$ cat src/rtl/fnd_scan_scheduler_if.sv
// Handshake and display-drive bundle for fnd_scan_scheduler.
// master = producer/observer side, slave = scheduler side.
interface fnd_scan_scheduler_if;
    logic        i_disp_on;
    logic [15:0] i_value;
    logic        i_valid;
    logic        o_ready;
    logic        o_en;
    logic [1:0]  o_select;
    logic [3:0]  o_fnd_data;
    logic        o_frame_done;

    modport master (
        output i_disp_on, i_value, i_valid,
        input  o_ready, o_en, o_select, o_fnd_data, o_frame_done
    );

    modport slave (
        input  i_disp_on, i_value, i_valid,
        output o_ready, o_en, o_select, o_fnd_data, o_frame_done
    );
endinterface

$ cat src/rtl/fnd_scan_scheduler.sv
// Four-digit FND scan scheduler: SHOW/BLANK multiplexing with a one-deep pending value slot.
// Optional macro FND_LEADING_ZERO_BLANK_EN suppresses leading-zero digits 3..1.
module fnd_scan_scheduler #(
    parameter int unsigned SCAN_DIV  = 3000,
    parameter int unsigned BLANK_CYC = 16
) (
    input logic                  i_clk,
    input logic                  i_reset_n,
    fnd_scan_scheduler_if.slave  bus
);

    localparam logic [15:0] SHOW_LAST  = 16'(SCAN_DIV - 1);
    localparam logic [15:0] BLANK_LAST = 16'(BLANK_CYC - 1);

    typedef enum logic [1:0] {StOff, StShow, StBlank} state_e;

    state_e      state_q, state_d;
    logic [15:0] cnt_q, cnt_d;
    logic [1:0]  idx_q, idx_d;
    logic [3:0]  hold_q, hold_d;
    logic [15:0] disp_q;
    logic [15:0] pend_q;
    logic        full_q;
    logic [1:0]  sync_q;
    logic        rst_int_n;
    logic [3:0]  cur_nib;
    logic        lead_ok;
    logic        frame_done;
    logic        accept;
    logic        commit;

    // Assertion is immediate via the async clear; release takes two edges.
    always_ff @(posedge i_clk or negedge i_reset_n) begin
        if (!i_reset_n) begin
            sync_q <= 2'b00;
        end else begin
            sync_q <= {sync_q[0], 1'b1};
        end
    end

    assign rst_int_n = sync_q[1];

    always_comb begin
        cur_nib = 4'h0;
        unique case (idx_q)
            2'd0: cur_nib = disp_q[3:0];
            2'd1: cur_nib = disp_q[7:4];
            2'd2: cur_nib = disp_q[11:8];
            2'd3: cur_nib = disp_q[15:12];
            default: cur_nib = 4'h0;
        endcase
    end

`ifdef FND_LEADING_ZERO_BLANK_EN
    always_comb begin
        lead_ok = 1'b1;
        unique case (idx_q)
            2'd0: lead_ok = 1'b1;
            2'd1: lead_ok = (disp_q[15:4] != 12'h000);
            2'd2: lead_ok = (disp_q[15:8] != 8'h00);
            2'd3: lead_ok = (disp_q[15:12] != 4'h0);
            default: lead_ok = 1'b1;
        endcase
    end
`else
    assign lead_ok = 1'b1;
`endif

    always_comb begin
        state_d = state_q;
        cnt_d   = cnt_q;
        idx_d   = idx_q;
        hold_d  = hold_q;
        unique case (state_q)
            StOff: begin
                cnt_d = 16'd0;
                idx_d = 2'd0;
                if (bus.i_disp_on) begin
                    state_d = StShow;
                end
            end
            StShow: begin
                hold_d = cur_nib;
                if (cnt_q == SHOW_LAST) begin
                    cnt_d   = 16'd0;
                    state_d = StBlank;
                end else begin
                    cnt_d = cnt_q + 16'd1;
                end
            end
            StBlank: begin
                if (cnt_q == BLANK_LAST) begin
                    cnt_d   = 16'd0;
                    idx_d   = idx_q + 2'd1;
                    state_d = StShow;
                end else begin
                    cnt_d = cnt_q + 16'd1;
                end
            end
            default: begin
                state_d = StOff;
                cnt_d   = 16'd0;
                idx_d   = 2'd0;
            end
        endcase
        if (!bus.i_disp_on) begin
            state_d = StOff;
            cnt_d   = 16'd0;
            idx_d   = 2'd0;
        end
    end

    always_ff @(posedge i_clk or negedge rst_int_n) begin
        if (!rst_int_n) begin
            state_q <= StOff;
            cnt_q   <= 16'd0;
            idx_q   <= 2'd0;
            hold_q  <= 4'h0;
        end else begin
            state_q <= state_d;
            cnt_q   <= cnt_d;
            idx_q   <= idx_d;
            hold_q  <= hold_d;
        end
    end

    assign frame_done = (state_q == StShow) && (idx_q == 2'd3) && (cnt_q == SHOW_LAST);
    assign accept     = bus.i_valid && !full_q;
    // A full slot is flushed at frame end, or immediately while idle.
    assign commit     = full_q && (frame_done || (state_q == StOff));

    always_ff @(posedge i_clk or negedge rst_int_n) begin
        if (!rst_int_n) begin
            disp_q <= 16'h0000;
            pend_q <= 16'h0000;
            full_q <= 1'b0;
        end else begin
            if (commit) begin
                disp_q <= pend_q;
                full_q <= 1'b0;
            end else if (accept) begin
                pend_q <= bus.i_value;
                full_q <= 1'b1;
            end
        end
    end

    always_comb begin
        bus.o_en       = 1'b0;
        bus.o_select   = idx_q;
        bus.o_fnd_data = 4'h0;
        unique case (state_q)
            StShow: begin
                bus.o_en       = lead_ok;
                bus.o_fnd_data = cur_nib;
            end
            StBlank: begin
                bus.o_fnd_data = hold_q;
            end
            default: begin
                bus.o_select = 2'd0;
            end
        endcase
    end

    assign bus.o_frame_done = frame_done;
    assign bus.o_ready      = ~full_q;

endmodule

$ cat src/flat_wrapper.sv
// flat-port wrapper written by rule: the top's interface ports become plain ports
module fnd_scan_scheduler_flat 
#(
    parameter int unsigned SCAN_DIV  = 3000,
    parameter int unsigned BLANK_CYC = 16
)
  (i_clk, i_reset_n, bus_i_disp_on, bus_i_value, bus_i_valid, bus_o_ready, bus_o_en, bus_o_select, bus_o_fnd_data, bus_o_frame_done);
  fnd_scan_scheduler_if bus_i ();
  input logic i_clk;
  input logic i_reset_n;
  input wire logic [$bits(bus_i.i_disp_on)-1:0] bus_i_disp_on;
  input wire logic [$bits(bus_i.i_value)-1:0] bus_i_value;
  input wire logic [$bits(bus_i.i_valid)-1:0] bus_i_valid;
  output wire logic [$bits(bus_i.o_ready)-1:0] bus_o_ready;
  output wire logic [$bits(bus_i.o_en)-1:0] bus_o_en;
  output wire logic [$bits(bus_i.o_select)-1:0] bus_o_select;
  output wire logic [$bits(bus_i.o_fnd_data)-1:0] bus_o_fnd_data;
  output wire logic [$bits(bus_i.o_frame_done)-1:0] bus_o_frame_done;
  assign bus_i.i_disp_on = bus_i_disp_on;
  assign bus_i.i_value = bus_i_value;
  assign bus_i.i_valid = bus_i_valid;
  assign bus_o_ready = bus_i.o_ready;
  assign bus_o_en = bus_i.o_en;
  assign bus_o_select = bus_i.o_select;
  assign bus_o_fnd_data = bus_i.o_fnd_data;
  assign bus_o_frame_done = bus_i.o_frame_done;
  fnd_scan_scheduler #(.SCAN_DIV(SCAN_DIV), .BLANK_CYC(BLANK_CYC)) u_core (.i_clk(i_clk), .i_reset_n(i_reset_n), .bus(bus_i));
endmodule
$ cat config.mk
export PLATFORM = sky130hd
export DESIGN_NAME = fnd_scan_scheduler_flat
export DESIGN_NICKNAME = d
export VERILOG_FILES = /design/src/rtl/fnd_scan_scheduler_if.sv /design/src/rtl/fnd_scan_scheduler.sv /design/src/flat_wrapper.sv
export SDC_FILE = /design/constraint.sdc
export NUM_CORES = 1
export LEC_CHECK = 0
export CORE_ASPECT_RATIO = 1.25
export CORE_MARGIN = 8
export CORE_UTILIZATION = 36
export CTS_BUF_LIST = sky130_fd_sc_hd__clkbuf_16
export CTS_CLUSTER_SIZE = 24
export DETAILED_ROUTE_END_ITERATION = 8
export SYNTH_ARGS = -nofsm -noshare
export SYNTH_HDL_FRONTEND = slang
export SYNTH_SLANG_ARGS = --single-unit
$ cat constraint.sdc
create_clock -name i_clk -period 2.45 [get_ports i_clk]
set_input_delay 0.245 -clock i_clk [delete_from_list [all_inputs] [get_ports i_clk]]
set_output_delay 0.245 -clock i_clk [all_outputs]
set_load 0.01 [all_outputs]
==> results.toml, run 1 <==
[detailed_routing]
first_pass_iters = 4
via_count = 1770
viasPerCell = 4.890
ant_nets = 0
drcViolationCount = 0
drt_iter0_markers = 86
routedWlPerCell_um = 14.60
wirelength_um = 5284

[cells_and_area]
final_cell_count_no_fill = 362
fin_util_pct = 46.61
areaGrowthSynthToFinish_pct = 24.58
layout.nets = 295
final_area_sq_um = 3450
nFillCells = 658
drive_gt1_share_pct = 25.19
n_antenna_cell = 0

[floorplan]
io_pins = 29
core_area_sq_um = 7401
die_height_um = 114.1
dieArea_sq_um = 10770
num_rows = 35
die_w_um = 94.44
initial_utilization_pct = 37.41

[placed_design]
gp_congestion = 0.7855
hpwl_um = 3652
io_buffer_count = 28
dpl.cell_count = 344
placed_area_sq_um = 3159

[pwr]
power_density_nw_per_um2 = 844.2
p_sw_uw = 733.6
p_int_mw = 2.179
ir_worst_vdd_mv = 0.4185
seq_power_share_pct = 47.2
p_comb_share_pct = 16.4
leakage_nw = 1.502
total_power_mw = 2.912
p_clk_share_pct = 36.3
p_sw_share_pct = 25.19

[synthesis]
synthDistinctLibCells = 39
ys_seq_elements = 59
synthArstFlopShare_pct = 100.0
syn-instance-count = 227
ys_seq_area_share_pct = 53.32
postSynthNetCount = 256
yosys_warnings = 0
avgSynthCellArea_sq_um = 12.20
synth_ff_type = "dfrtp_1"
syn_area_sq_um = 2769
synth-edff-count = 0

[worst_setup_path]
start_kind = "flip-flop"
critPathArrivalTime_ns = 2.05
endpoint_kind = "output pin"
cp_max_fo = 4
cp.required_ns = 2.20
worstSetupPathType = "reg -> out"

[outcome]
status = "finished clean"

[timing]
min_period_ns = 2.294
relSlewSlack_pct = 60.27
tightest_slew_ns = 0.5960
hold_viol = 0
clock_skew_ns = 0.004960
finalSetupViolCount = 0
final.period_utilization_pct = 93.63
fin_tns_setup_ns = 0
fmax_mhz = 435.9
rsz0062_at_grt = "false"
slew_violations = 0

[clock_network]
cts_hold_buf = 0
cts-root-buf = "clkbuf_16"
cts-buffers-inserted = 9
cts_tree = "built"
cts_sinks = 59
cts.path.max_buffers = 2
clkLatencyLatePin_ns = 0.32
clk_pin_slew_ns = 0.05
ctsHtreeMaxLevel = 3

[global_route]
track_usage_pct = 10.92
grt_max_degree = 34
grt_pass1_wl_um = 9211
grt_pass1_vias = 1885
gr-total-overflow = 0
antenna_found_initial = 0

[flow_run]
drv_cap = 0

[min_path]
hp-class = "in -> async"
-- power groups by stage --
stage	Combinational, mW	Clock [mW]	Sequential (mW)
final	0.479	1.06	1.37
after CTS	0.488	1.09	1.38
after floorplan	0.370	0	1.34
after global routing	0.537	1.14	1.41
after global placement	0.475	0	1.38
after detailed placement	0.488	0	1.39
-- sequential cells by signal (all words and copies together), names as in the netlist --
register,flops
u_core.cnt_q,16
u_core.disp_q,16
u_core.full_q,1
u_core.hold_q,4
u_core.idx_q,2
u_core.pend_q,16
u_core.state_q,2
u_core.sync_q,2
-- metrics by stage --
stage / setup slack, ns / hold slack [ns]
after floorplan: 0.6104 / -0.05059
after global placement: 0.3350 / 0.2921
after detailed placement: 0.2992 / 0.2977
after CTS: 0.007369 / 0.08108
after global routing: 0.01364 / 0.07456
final: 0.1560 / 0.09081
-- layout by cell type, fill, tap and decap left out, types with 2 or more instances in the layout --
| cell type | n |
|---|---|
| nand4_1 | 4 |
| and2_1 | 3 |
| dlygate4sd2_1 | 3 |
| ha_2 | 5 |
| o21ai_0 | 11 |
| dfrtp_1 | 58 |
| xor2_1 | 9 |
| o21ai_4 | 2 |
| mux2_4 | 2 |
| nor4_4 | 2 |
| a21boi_0 | 3 |
| nand3_1 | 4 |
| clkinv_1 | 2 |
| a222oi_1 | 4 |
| xnor2_1 | 5 |
| mux2_2 | 30 |
| clkdlybuf4s50_1 | 24 |
| clkbuf_16 | 9 |
| buf_4 | 5 |
| clkinv_2 | 3 |
| and3_1 | 4 |
| ha_1 | 4 |
| o41ai_1 | 2 |
| nor2_1 | 20 |
| inv_1 | 13 |
| nand2_1 | 18 |
-- final cells by class --
class | count | area (sq um) | share of cell area (%)
Inverter | 12 | 45.04 | 1.306
Clock inverter | 6 | 26.28 | 0.7617
Tap cell | 92 | 115.1 | 3.337
Multi-Input combinational cell | 150 | 1224 | 35.47
Clock buffer | 9 | 225.2 | 6.529
Timing Repair Buffer | 34 | 336.6 | 9.757
Sequential cell | 59 | 1478 | 42.84
-- per-layer routing --
| layer | up-vias | global-route usage, % | routed length (um) |
|---|---|---|---|
| li1 | 866 | - | - |
| met1 | 853 | 13.50 | 2461 |
| met2 | 40 | 16.26 | 2409 |
| met3 | 11 | 3.937 | 307 |
| met4 | 0 | 5.408 | 106 |
| met5 | - | 0 | 0 |
-- worst paths after layout --
check	start	depth (start not counted)	to	slack [ns]
worst max-delay path	u_core.cnt_q[0]	5	bus_o_frame_done	0.16
worst min-delay path	i_reset_n	1	u_core.sync_q[0]	0.09
worst max register to register	u_core.cnt_q[7]	5	u_core.cnt_q[5]	0.43
worst min register to register	u_core.sync_q[1]	0	u_core.cnt_q[0]	0.28
max in group asynchronous	u_core.sync_q[1]	1	u_core.pend_q[2]	1.60
min in group i_clk	u_core.sync_q[0]	0	u_core.sync_q[1]	0.35
-- critical path, stage by stage, from the launching register on --
cell             delay, ns
dfrtp_1               0.38
ha_1                  0.23
and4b_1               0.22
nand4_2               0.15
nor2_4                0.19
clkdlybuf4s50_1       0.56
-- cells by family after synthesis --
family / after synthesis / share of synthesized area (%)
AND/OR/NAND/NOR: 66 / 13.42
flip-flops: 59 / 53.32
multiplexers: 32 / 13.29
AO/OA/AOI/OAI: 28 / 8.225
buffers and inverters: 18 / 3.118
XOR/XNOR: 14 / 4.428
adder cells (fa/ha/maj): 9 / 4.067
other: 1 / 0.1354
-- synth_stat cells (2+ instances only) --
cell type	instances	area share [%]
nor2_1	20	2.7
nor4_4	2	1.5
xor2_1	9	2.8
mux2_4	2	1.1
mux2_2	30	12
nand3_1	4	0.72
ha_1	9	4.1
inv_1	12	1.6
and3_1	4	0.90
dfrtp_1	59	53
o41ai_1	2	0.63
buf_6	2	0.81
a21boi_0	4	1.1
xnor2_1	5	1.6
o21ai_4	2	1.2
a222oi_1	4	1.4
and2_1	3	0.68
nand4_1	4	0.90
nand2_1	18	2.4
clkbuf_1	3	0.41
o21ai_0	11	2.0
-- what timing repair did --
action / in CTS / in global routing
resized for setup: 3 / 8
setup buffers: 2 / 1
pin swaps: 1 / 1
setup endpoints to repair: 4 / 2
No activity file was read; power rests on OpenSTA's default activity.
==> run 2, diff against run 1 <==
--- a/config.mk
+++ b/config.mk
@@ -7,7 +7,7 @@
 export LEC_CHECK = 0
 export CORE_ASPECT_RATIO = 1.25
 export CORE_MARGIN = 8
-export CORE_UTILIZATION = 36
+export CORE_UTILIZATION = 30
 export CTS_BUF_LIST = sky130_fd_sc_hd__clkbuf_16
 export CTS_CLUSTER_SIZE = 24
 export DETAILED_ROUTE_END_ITERATION = 8
==> run 2 against run 1 <==
Net effect:
- first-iteration DRC count increased by 14%
- combinational power decreased by 1%
- total power about the same
- core utilization decreased by 8.6 points
- sequential cell count unchanged
- die area increased by 17%
- sequential share of layout area unchanged
- non-clock buffer count decreased by 4
- register-to-register slack about the same
- worst setup slack got worse by 0.026 ns
- critical endpoint unchanged
==> results.toml, run 2 (synthesis results as in run 1) <==
[outcome]
status = "finished clean"

[detailed_routing]
dr_wl_met2_um = 2481
met3WireLength_um = 306
via_count = 1775
viasPerCell = 4.563
m1WireLength_um = 2404
drcViolationCount = 0
wirelength_um = 5343
ant_nets = 0
drt_iter0_markers = 98
routedWlPerCell_um = 13.74
first_pass_iters = 4
dr.max_layer_used = "met4"

[cells_and_area]
layout.nets = 291
final_cell_mix = "dfrtp_1, mux2_2, clkdlybuf4s50_1, nor2_1, nand2_1"
nFillCells = 909
reg.largest.list = "u_core.cnt_q (16), u_core.disp_q (16), u_core.pend_q (16)"
drive_gt1_share_pct = 22.93
n_antenna_cell = 0
fin_util_pct = 38.01
areaGrowthSynthToFinish_pct = 24.58
final_area_sq_um = 3450
seqCellArea_sq_um = 1478
mostFrequentLayoutCell = "dfrtp_1"
multi_input_area_sq_um = 1214

[clock_network]
cts-root-buf = "clkbuf_16"
postCtsSetupRepairBufs = 0
cts_sinks = 59
clk_pin_slew_ns = 0.05
ctsHtreeMaxLevel = 3
cts.path.max_buffers = 2
cts-buffers-inserted = 9
cts_tree = "built"
clkLatencyLatePin_ns = 0.32

[worst_setup_path]
critPathBufInv = 1
cpMaxStageDelayCell = "clkdlybuf4s50_1"
cp.required_ns = 2.20
path_cells = "nor4_4 > nand4_2 > nor2_4 > clkdlybuf4s50_1"
cp_max_fo = 4
r2r-start = "u_core.cnt_q[0]"
start_kind = "flip-flop"
cp_top_family = "simple AND/OR/NAND/NOR gates"
rrSetupSlack_ns = 0.42
worst_path_largest_cell_delay_ns = 0.56
worstSetupPathType = "reg -> out"
reg2regPathDepth = 6
endpoint_kind = "output pin"
critPathArrivalTime_ns = 2.08
critical_path.reg2reg.endpoint = "u_core.disp_q[15]"
timing.critical_path.from = "u_core.cnt_q[13]"

[global_route]
antenna_found_initial = 0
grt_pass1_vias = 1821
gr-total-overflow = 0
track_usage_pct = 9.436
grt_pass1_wl_um = 9011
grt_max_degree = 34

[timing]
finalSetupViolCount = 0
fin_tns_setup_ns = 0
clock_skew_ns = 0.007667
relSlewSlack_pct = 62.28
hold_viol = 0
final.period_utilization_pct = 94.71
min_period_ns = 2.320
rsz0062_at_grt = "false"
tightest_slew_ns = 0.5658
fmax_mhz = 431.0
slew_violations = 0
fin_hold_ws_ns = 0.07751

[floorplan]
core_area_sq_um = 9076
num_rows = 39
io_pins = 29
initial_utilization_pct = 30.51
dieArea_sq_um = 12580
die_height_um = 123.4
die_w_um = 101.9

[pwr]
ir_worst_vdd_mv = 0.2844
total_power_mw = 2.910
leakage_nw = 1.495
power_density_nw_per_um2 = 843.5

[min_path]
hp-class = "in -> async"

[flow_run]
drv_cap = 0

[placed_design]
io_buffer_count = 28
placed_area_sq_um = 3191
hpwl_um = 3879
gp_congestion = 0.7904
-- run 2: cell types whose count changed in the layout (fill, tap and decap cells not counted) --
cell and delta:
a21boi_0 +1, a21boi_1 -1, buf_4 -4, clkinv_1 -2, clkinv_2 +1, ha_1 +4, ha_2 -4, inv_1 +1
o21ai_0 -1, o21ai_1 +1
-- run 2: worst max path at each step --
| stage | cells past startpoint | to |
|---|---|---|
| after floorplan | 6 | u_core.disp_q[11] |
| after global placement | 7 | bus_o_fnd_data[0] |
| after detailed placement | 7 | bus_o_fnd_data[0] |
| after CTS | 7 | bus_o_fnd_data[0] |
| after global routing | 5 | bus_o_frame_done |
| final | 4 | bus_o_frame_done |
-- run 2: where the power goes --
| group | switching (mW) | internal (mW) | leakage [nW] |
|---|---|---|---|
| logic | 0.183 | 0.291 | 0.621 |
| clock network | 0.397 | 0.660 | 0.137 |
| registers | 0.155 | 1.22 | 0.736 |
-- run 2: repair_timing --
action,CTS,global route
resized for setup,4,3
hold buffers,0,0
pin swaps,0,0
setup endpoints to repair,4,2
-- run 2: through the flow --
step	cells	setup WS (ns)
global route	389	0.003002
detailed placement	374	0.2770
finish	389	0.1297
floorplan	227	0.6104
CTS	389	-0.01560
global placement	374	0.3250
-- run 2: metal layers --
metal  GRT usage [%]  vias to the layer above
met3           3.155                       12
met4           6.072                        0
met5               0                        -
met2           14.67                       32
li1                -                      865
met1           10.93                      866
-- run 2: final cells by class --
| type | instances | share of cell area, % |
|---|---|---|
| clock inverters | 6 | 0.7980 |
| clock buffers | 9 | 6.529 |
| multi-input cells | 150 | 35.18 |
| inverters | 12 | 1.306 |
| flip-flops and latches | 59 | 42.84 |
| repair buffers | 30 | 8.886 |
| well taps | 123 | 4.461 |
==> run 3, diff against run 2 <==
--- a/config.mk
+++ b/config.mk
@@ -11,6 +11,8 @@
 export CTS_BUF_LIST = sky130_fd_sc_hd__clkbuf_16
 export CTS_CLUSTER_SIZE = 24
 export DETAILED_ROUTE_END_ITERATION = 8
+export RECOVER_POWER = 50
+export REMOVE_ABC_BUFFERS = 1
 export SYNTH_ARGS = -nofsm -noshare
 export SYNTH_HDL_FRONTEND = slang
 export SYNTH_SLANG_ARGS = --single-unit
==> constraint.sdc (replaced) <==
create_clock -name i_clk -period 2.45 [get_ports i_clk]
set_input_delay 0.735 -clock i_clk [delete_from_list [all_inputs] [get_ports i_clk]]
set_output_delay 0.735 -clock i_clk [all_outputs]
set_load 0.01 [all_outputs]
==> run 3 against run 2 <==
Net effect:
- the run now ends with setup timing left
- largest power group unchanged
- die area is the same
- via count up 6.6%
- critical endpoint is now bus_o_fnd_data[1]
- clock-buffer cell count did not move
- sequential share of layout area fell by 3.0 points
- first-iteration DRC count shrank 14%
- clock skew down 0.0029 ns
- total power is 7.0% higher
- register-to-register slack got worse by 0.21 ns
- clock power increased by 15%
==> results.toml, run 3 (synthesis results as in run 1) <==
[outcome]
status = "finished with violations"
violations = "setup timing"

[placed_design]
io_buffer_count = 28
gp_congestion = 0.7649
hpwl_um = 3991

[timing]
clock_skew_ns = 0.004774
final.period_utilization_pct = 102.5
tightest_slew_ns = 1.369
layout_setup_ws_ns = -0.06197
hold_viol = 0
fin_tns_setup_ns = -0.09926
rsz0062_at_grt = "true"
fmax_mhz = 398.1
finalSetupViolCount = 3
slew_violations = 0
relSlewSlack_pct = 8.705
min_period_ns = 2.512

[worst_setup_path]
worstSetupPathType = "reg -> out"
rrSetupSlack_ns = 0.21
endpoint_kind = "output pin"
path_cells = "inv_2 > ha_4 > a222oi_1 > o21ai_1 > nand2_1 > a21boi_1 > buf_2"
start_kind = "flip-flop"
r2r-start = "u_core.cnt_q[0]"
cp.required_ns = 1.71
critical_path.reg2reg.endpoint = "u_core.disp_q[15]"
cp_top_family = "compound AO/OA/AOI/OAI gates"
worst_path_largest_cell_delay_ns = 0.44
reg2regPathDepth = 8
cpMaxStageDelayCell = "dfrtp_2"
critPathBufInv = 2
cp_max_fo = 4
critPathArrivalTime_ns = 1.78

[detailed_routing]
drt_iter0_markers = 84
dr_wl_met2_um = 2674
routedWlPerCell_um = 13.69
ant_nets = 0
viasPerCell = 4.570
met3WireLength_um = 328
first_pass_iters = 4
dr.max_layer_used = "met4"
m1WireLength_um = 2511
wirelength_um = 5667
drcViolationCount = 0
via_count = 1892

[clock_network]
cts-buffers-inserted = 9
clkLatencyLatePin_ns = 0.33
clk_pin_slew_ns = 0.05
cts-root-buf = "clkbuf_16"
cts.path.max_buffers = 2
cts_tree = "built"
cts_sinks = 59
ctsHtreeMaxLevel = 3

[floorplan]
die_height_um = 123.4
core_area_sq_um = 9076
dieArea_sq_um = 12580
num_rows = 39
initial_utilization_pct = 30.51
die_w_um = 101.9
io_pins = 29

[min_path]
min_from = "u_core.sync_q[0]"
hold_end = "u_core.sync_q[1]"
hp-class = "reg -> reg"
holdPathStages = 0

[cells_and_area]
multi_input_area_sq_um = 1285
reg.largest.list = "u_core.cnt_q (16), u_core.disp_q (16), u_core.pend_q (16)"
n_antenna_cell = 0
layout.nets = 315
drive_gt1_share_pct = 35.74
final_cell_mix = "dfrtp_1, mux2_2, buf_4, nor2_1, clkdlybuf4s50_1"
nFillCells = 883
mostFrequentLayoutCell = "dfrtp_1"
areaGrowthSynthToFinish_pct = 34.21
seqCellArea_sq_um = 1480

[pwr]
power_density_nw_per_um2 = 837.8
leakage_nw = 1.594
total_power_mw = 3.113
ir_worst_vdd_mv = 0.3762

[global_route]
grt_pass1_wl_um = 10140
antenna_found_initial = 0
track_usage_pct = 10.49
grt_max_degree = 58
gr-total-overflow = 0
grt_pass1_vias = 2026

[flow_run]
drv_cap = 0
==> run 3: cell types whose count changed in the layout (fill, tap and decap cells not counted), moves of 5 or more <==
cell,previous run,this run
buf_4,1,24
ha_1,8,3
ha_4,0,6
inv_1,14,9
==> run 3: how the worst max path moves through the flow <==
stage	startpoint	endpoint	slack [ns]	cells after the start
2_1_floorplan	bus_i_valid	u_core.pend_q[0]	0.39	2
3_3_place_gp	u_core.idx_q[0]	bus_o_fnd_data[2]	-0.10	7
3_5_place_dp	u_core.idx_q[1]	bus_o_fnd_data[2]	-0.16	7
4_1_cts	u_core.idx_q[1]	bus_o_fnd_data[0]	-0.04	7
5_1_grt	u_core.idx_q[0]	bus_o_fnd_data[3]	-0.17	7
6_report	u_core.idx_q[1]	bus_o_fnd_data[1]	-0.06	7
==> run 3: power breakdown <==
part	internal, mW	switching [mW]
Combinational	0.318	0.204
Clock	0.781	0.441
Sequential	1.22	0.147
==> run 3: per-stage QoR <==
step	instance area, sq um	hold WS [ns]	std cells	setup WS [ns]	utilization (%)
5_1_grt	3716	0.3749	414	-0.1717	40.94
6_report	3716	0.3592	414	-0.06197	40.94
2_1_floorplan	2728	0.3312	221	0.3949	-
3_5_place_dp	3326	0.3410	392	-0.1564	36.64
4_1_cts	3687	0.3638	411	-0.04173	40.63
3_3_place_gp	3326	0.3388	392	-0.1039	36.64
==> run 3: final cells by class <==
cell class / count / area share [%]
clock buffer: 9 / 6.061
clock inverter: 7 / 1.852
inverter: 12 / 1.212
multi-input combinational: 150 / 34.58
sequential: 59 / 39.83
tap: 123 / 4.141
timing repair buffer: 54 / 12.32
==> run 3: repair_timing <==
item	4_1_cts	5_1_grt
gates cloned	0	0
setup endpoints to repair	8	5
endpoints found under the hold margin	0	0
hold buffers	0	0
pin swaps	13	9
buffers inserted	3	3
gates resized for setup	45	3
==> run 3: per-layer routing <==
layer	vias up	track usage, %
met2	35	15.81
met3	10	4.000
met5	-	0
met4	0	6.348
li1	911	-
met1	936	12.42
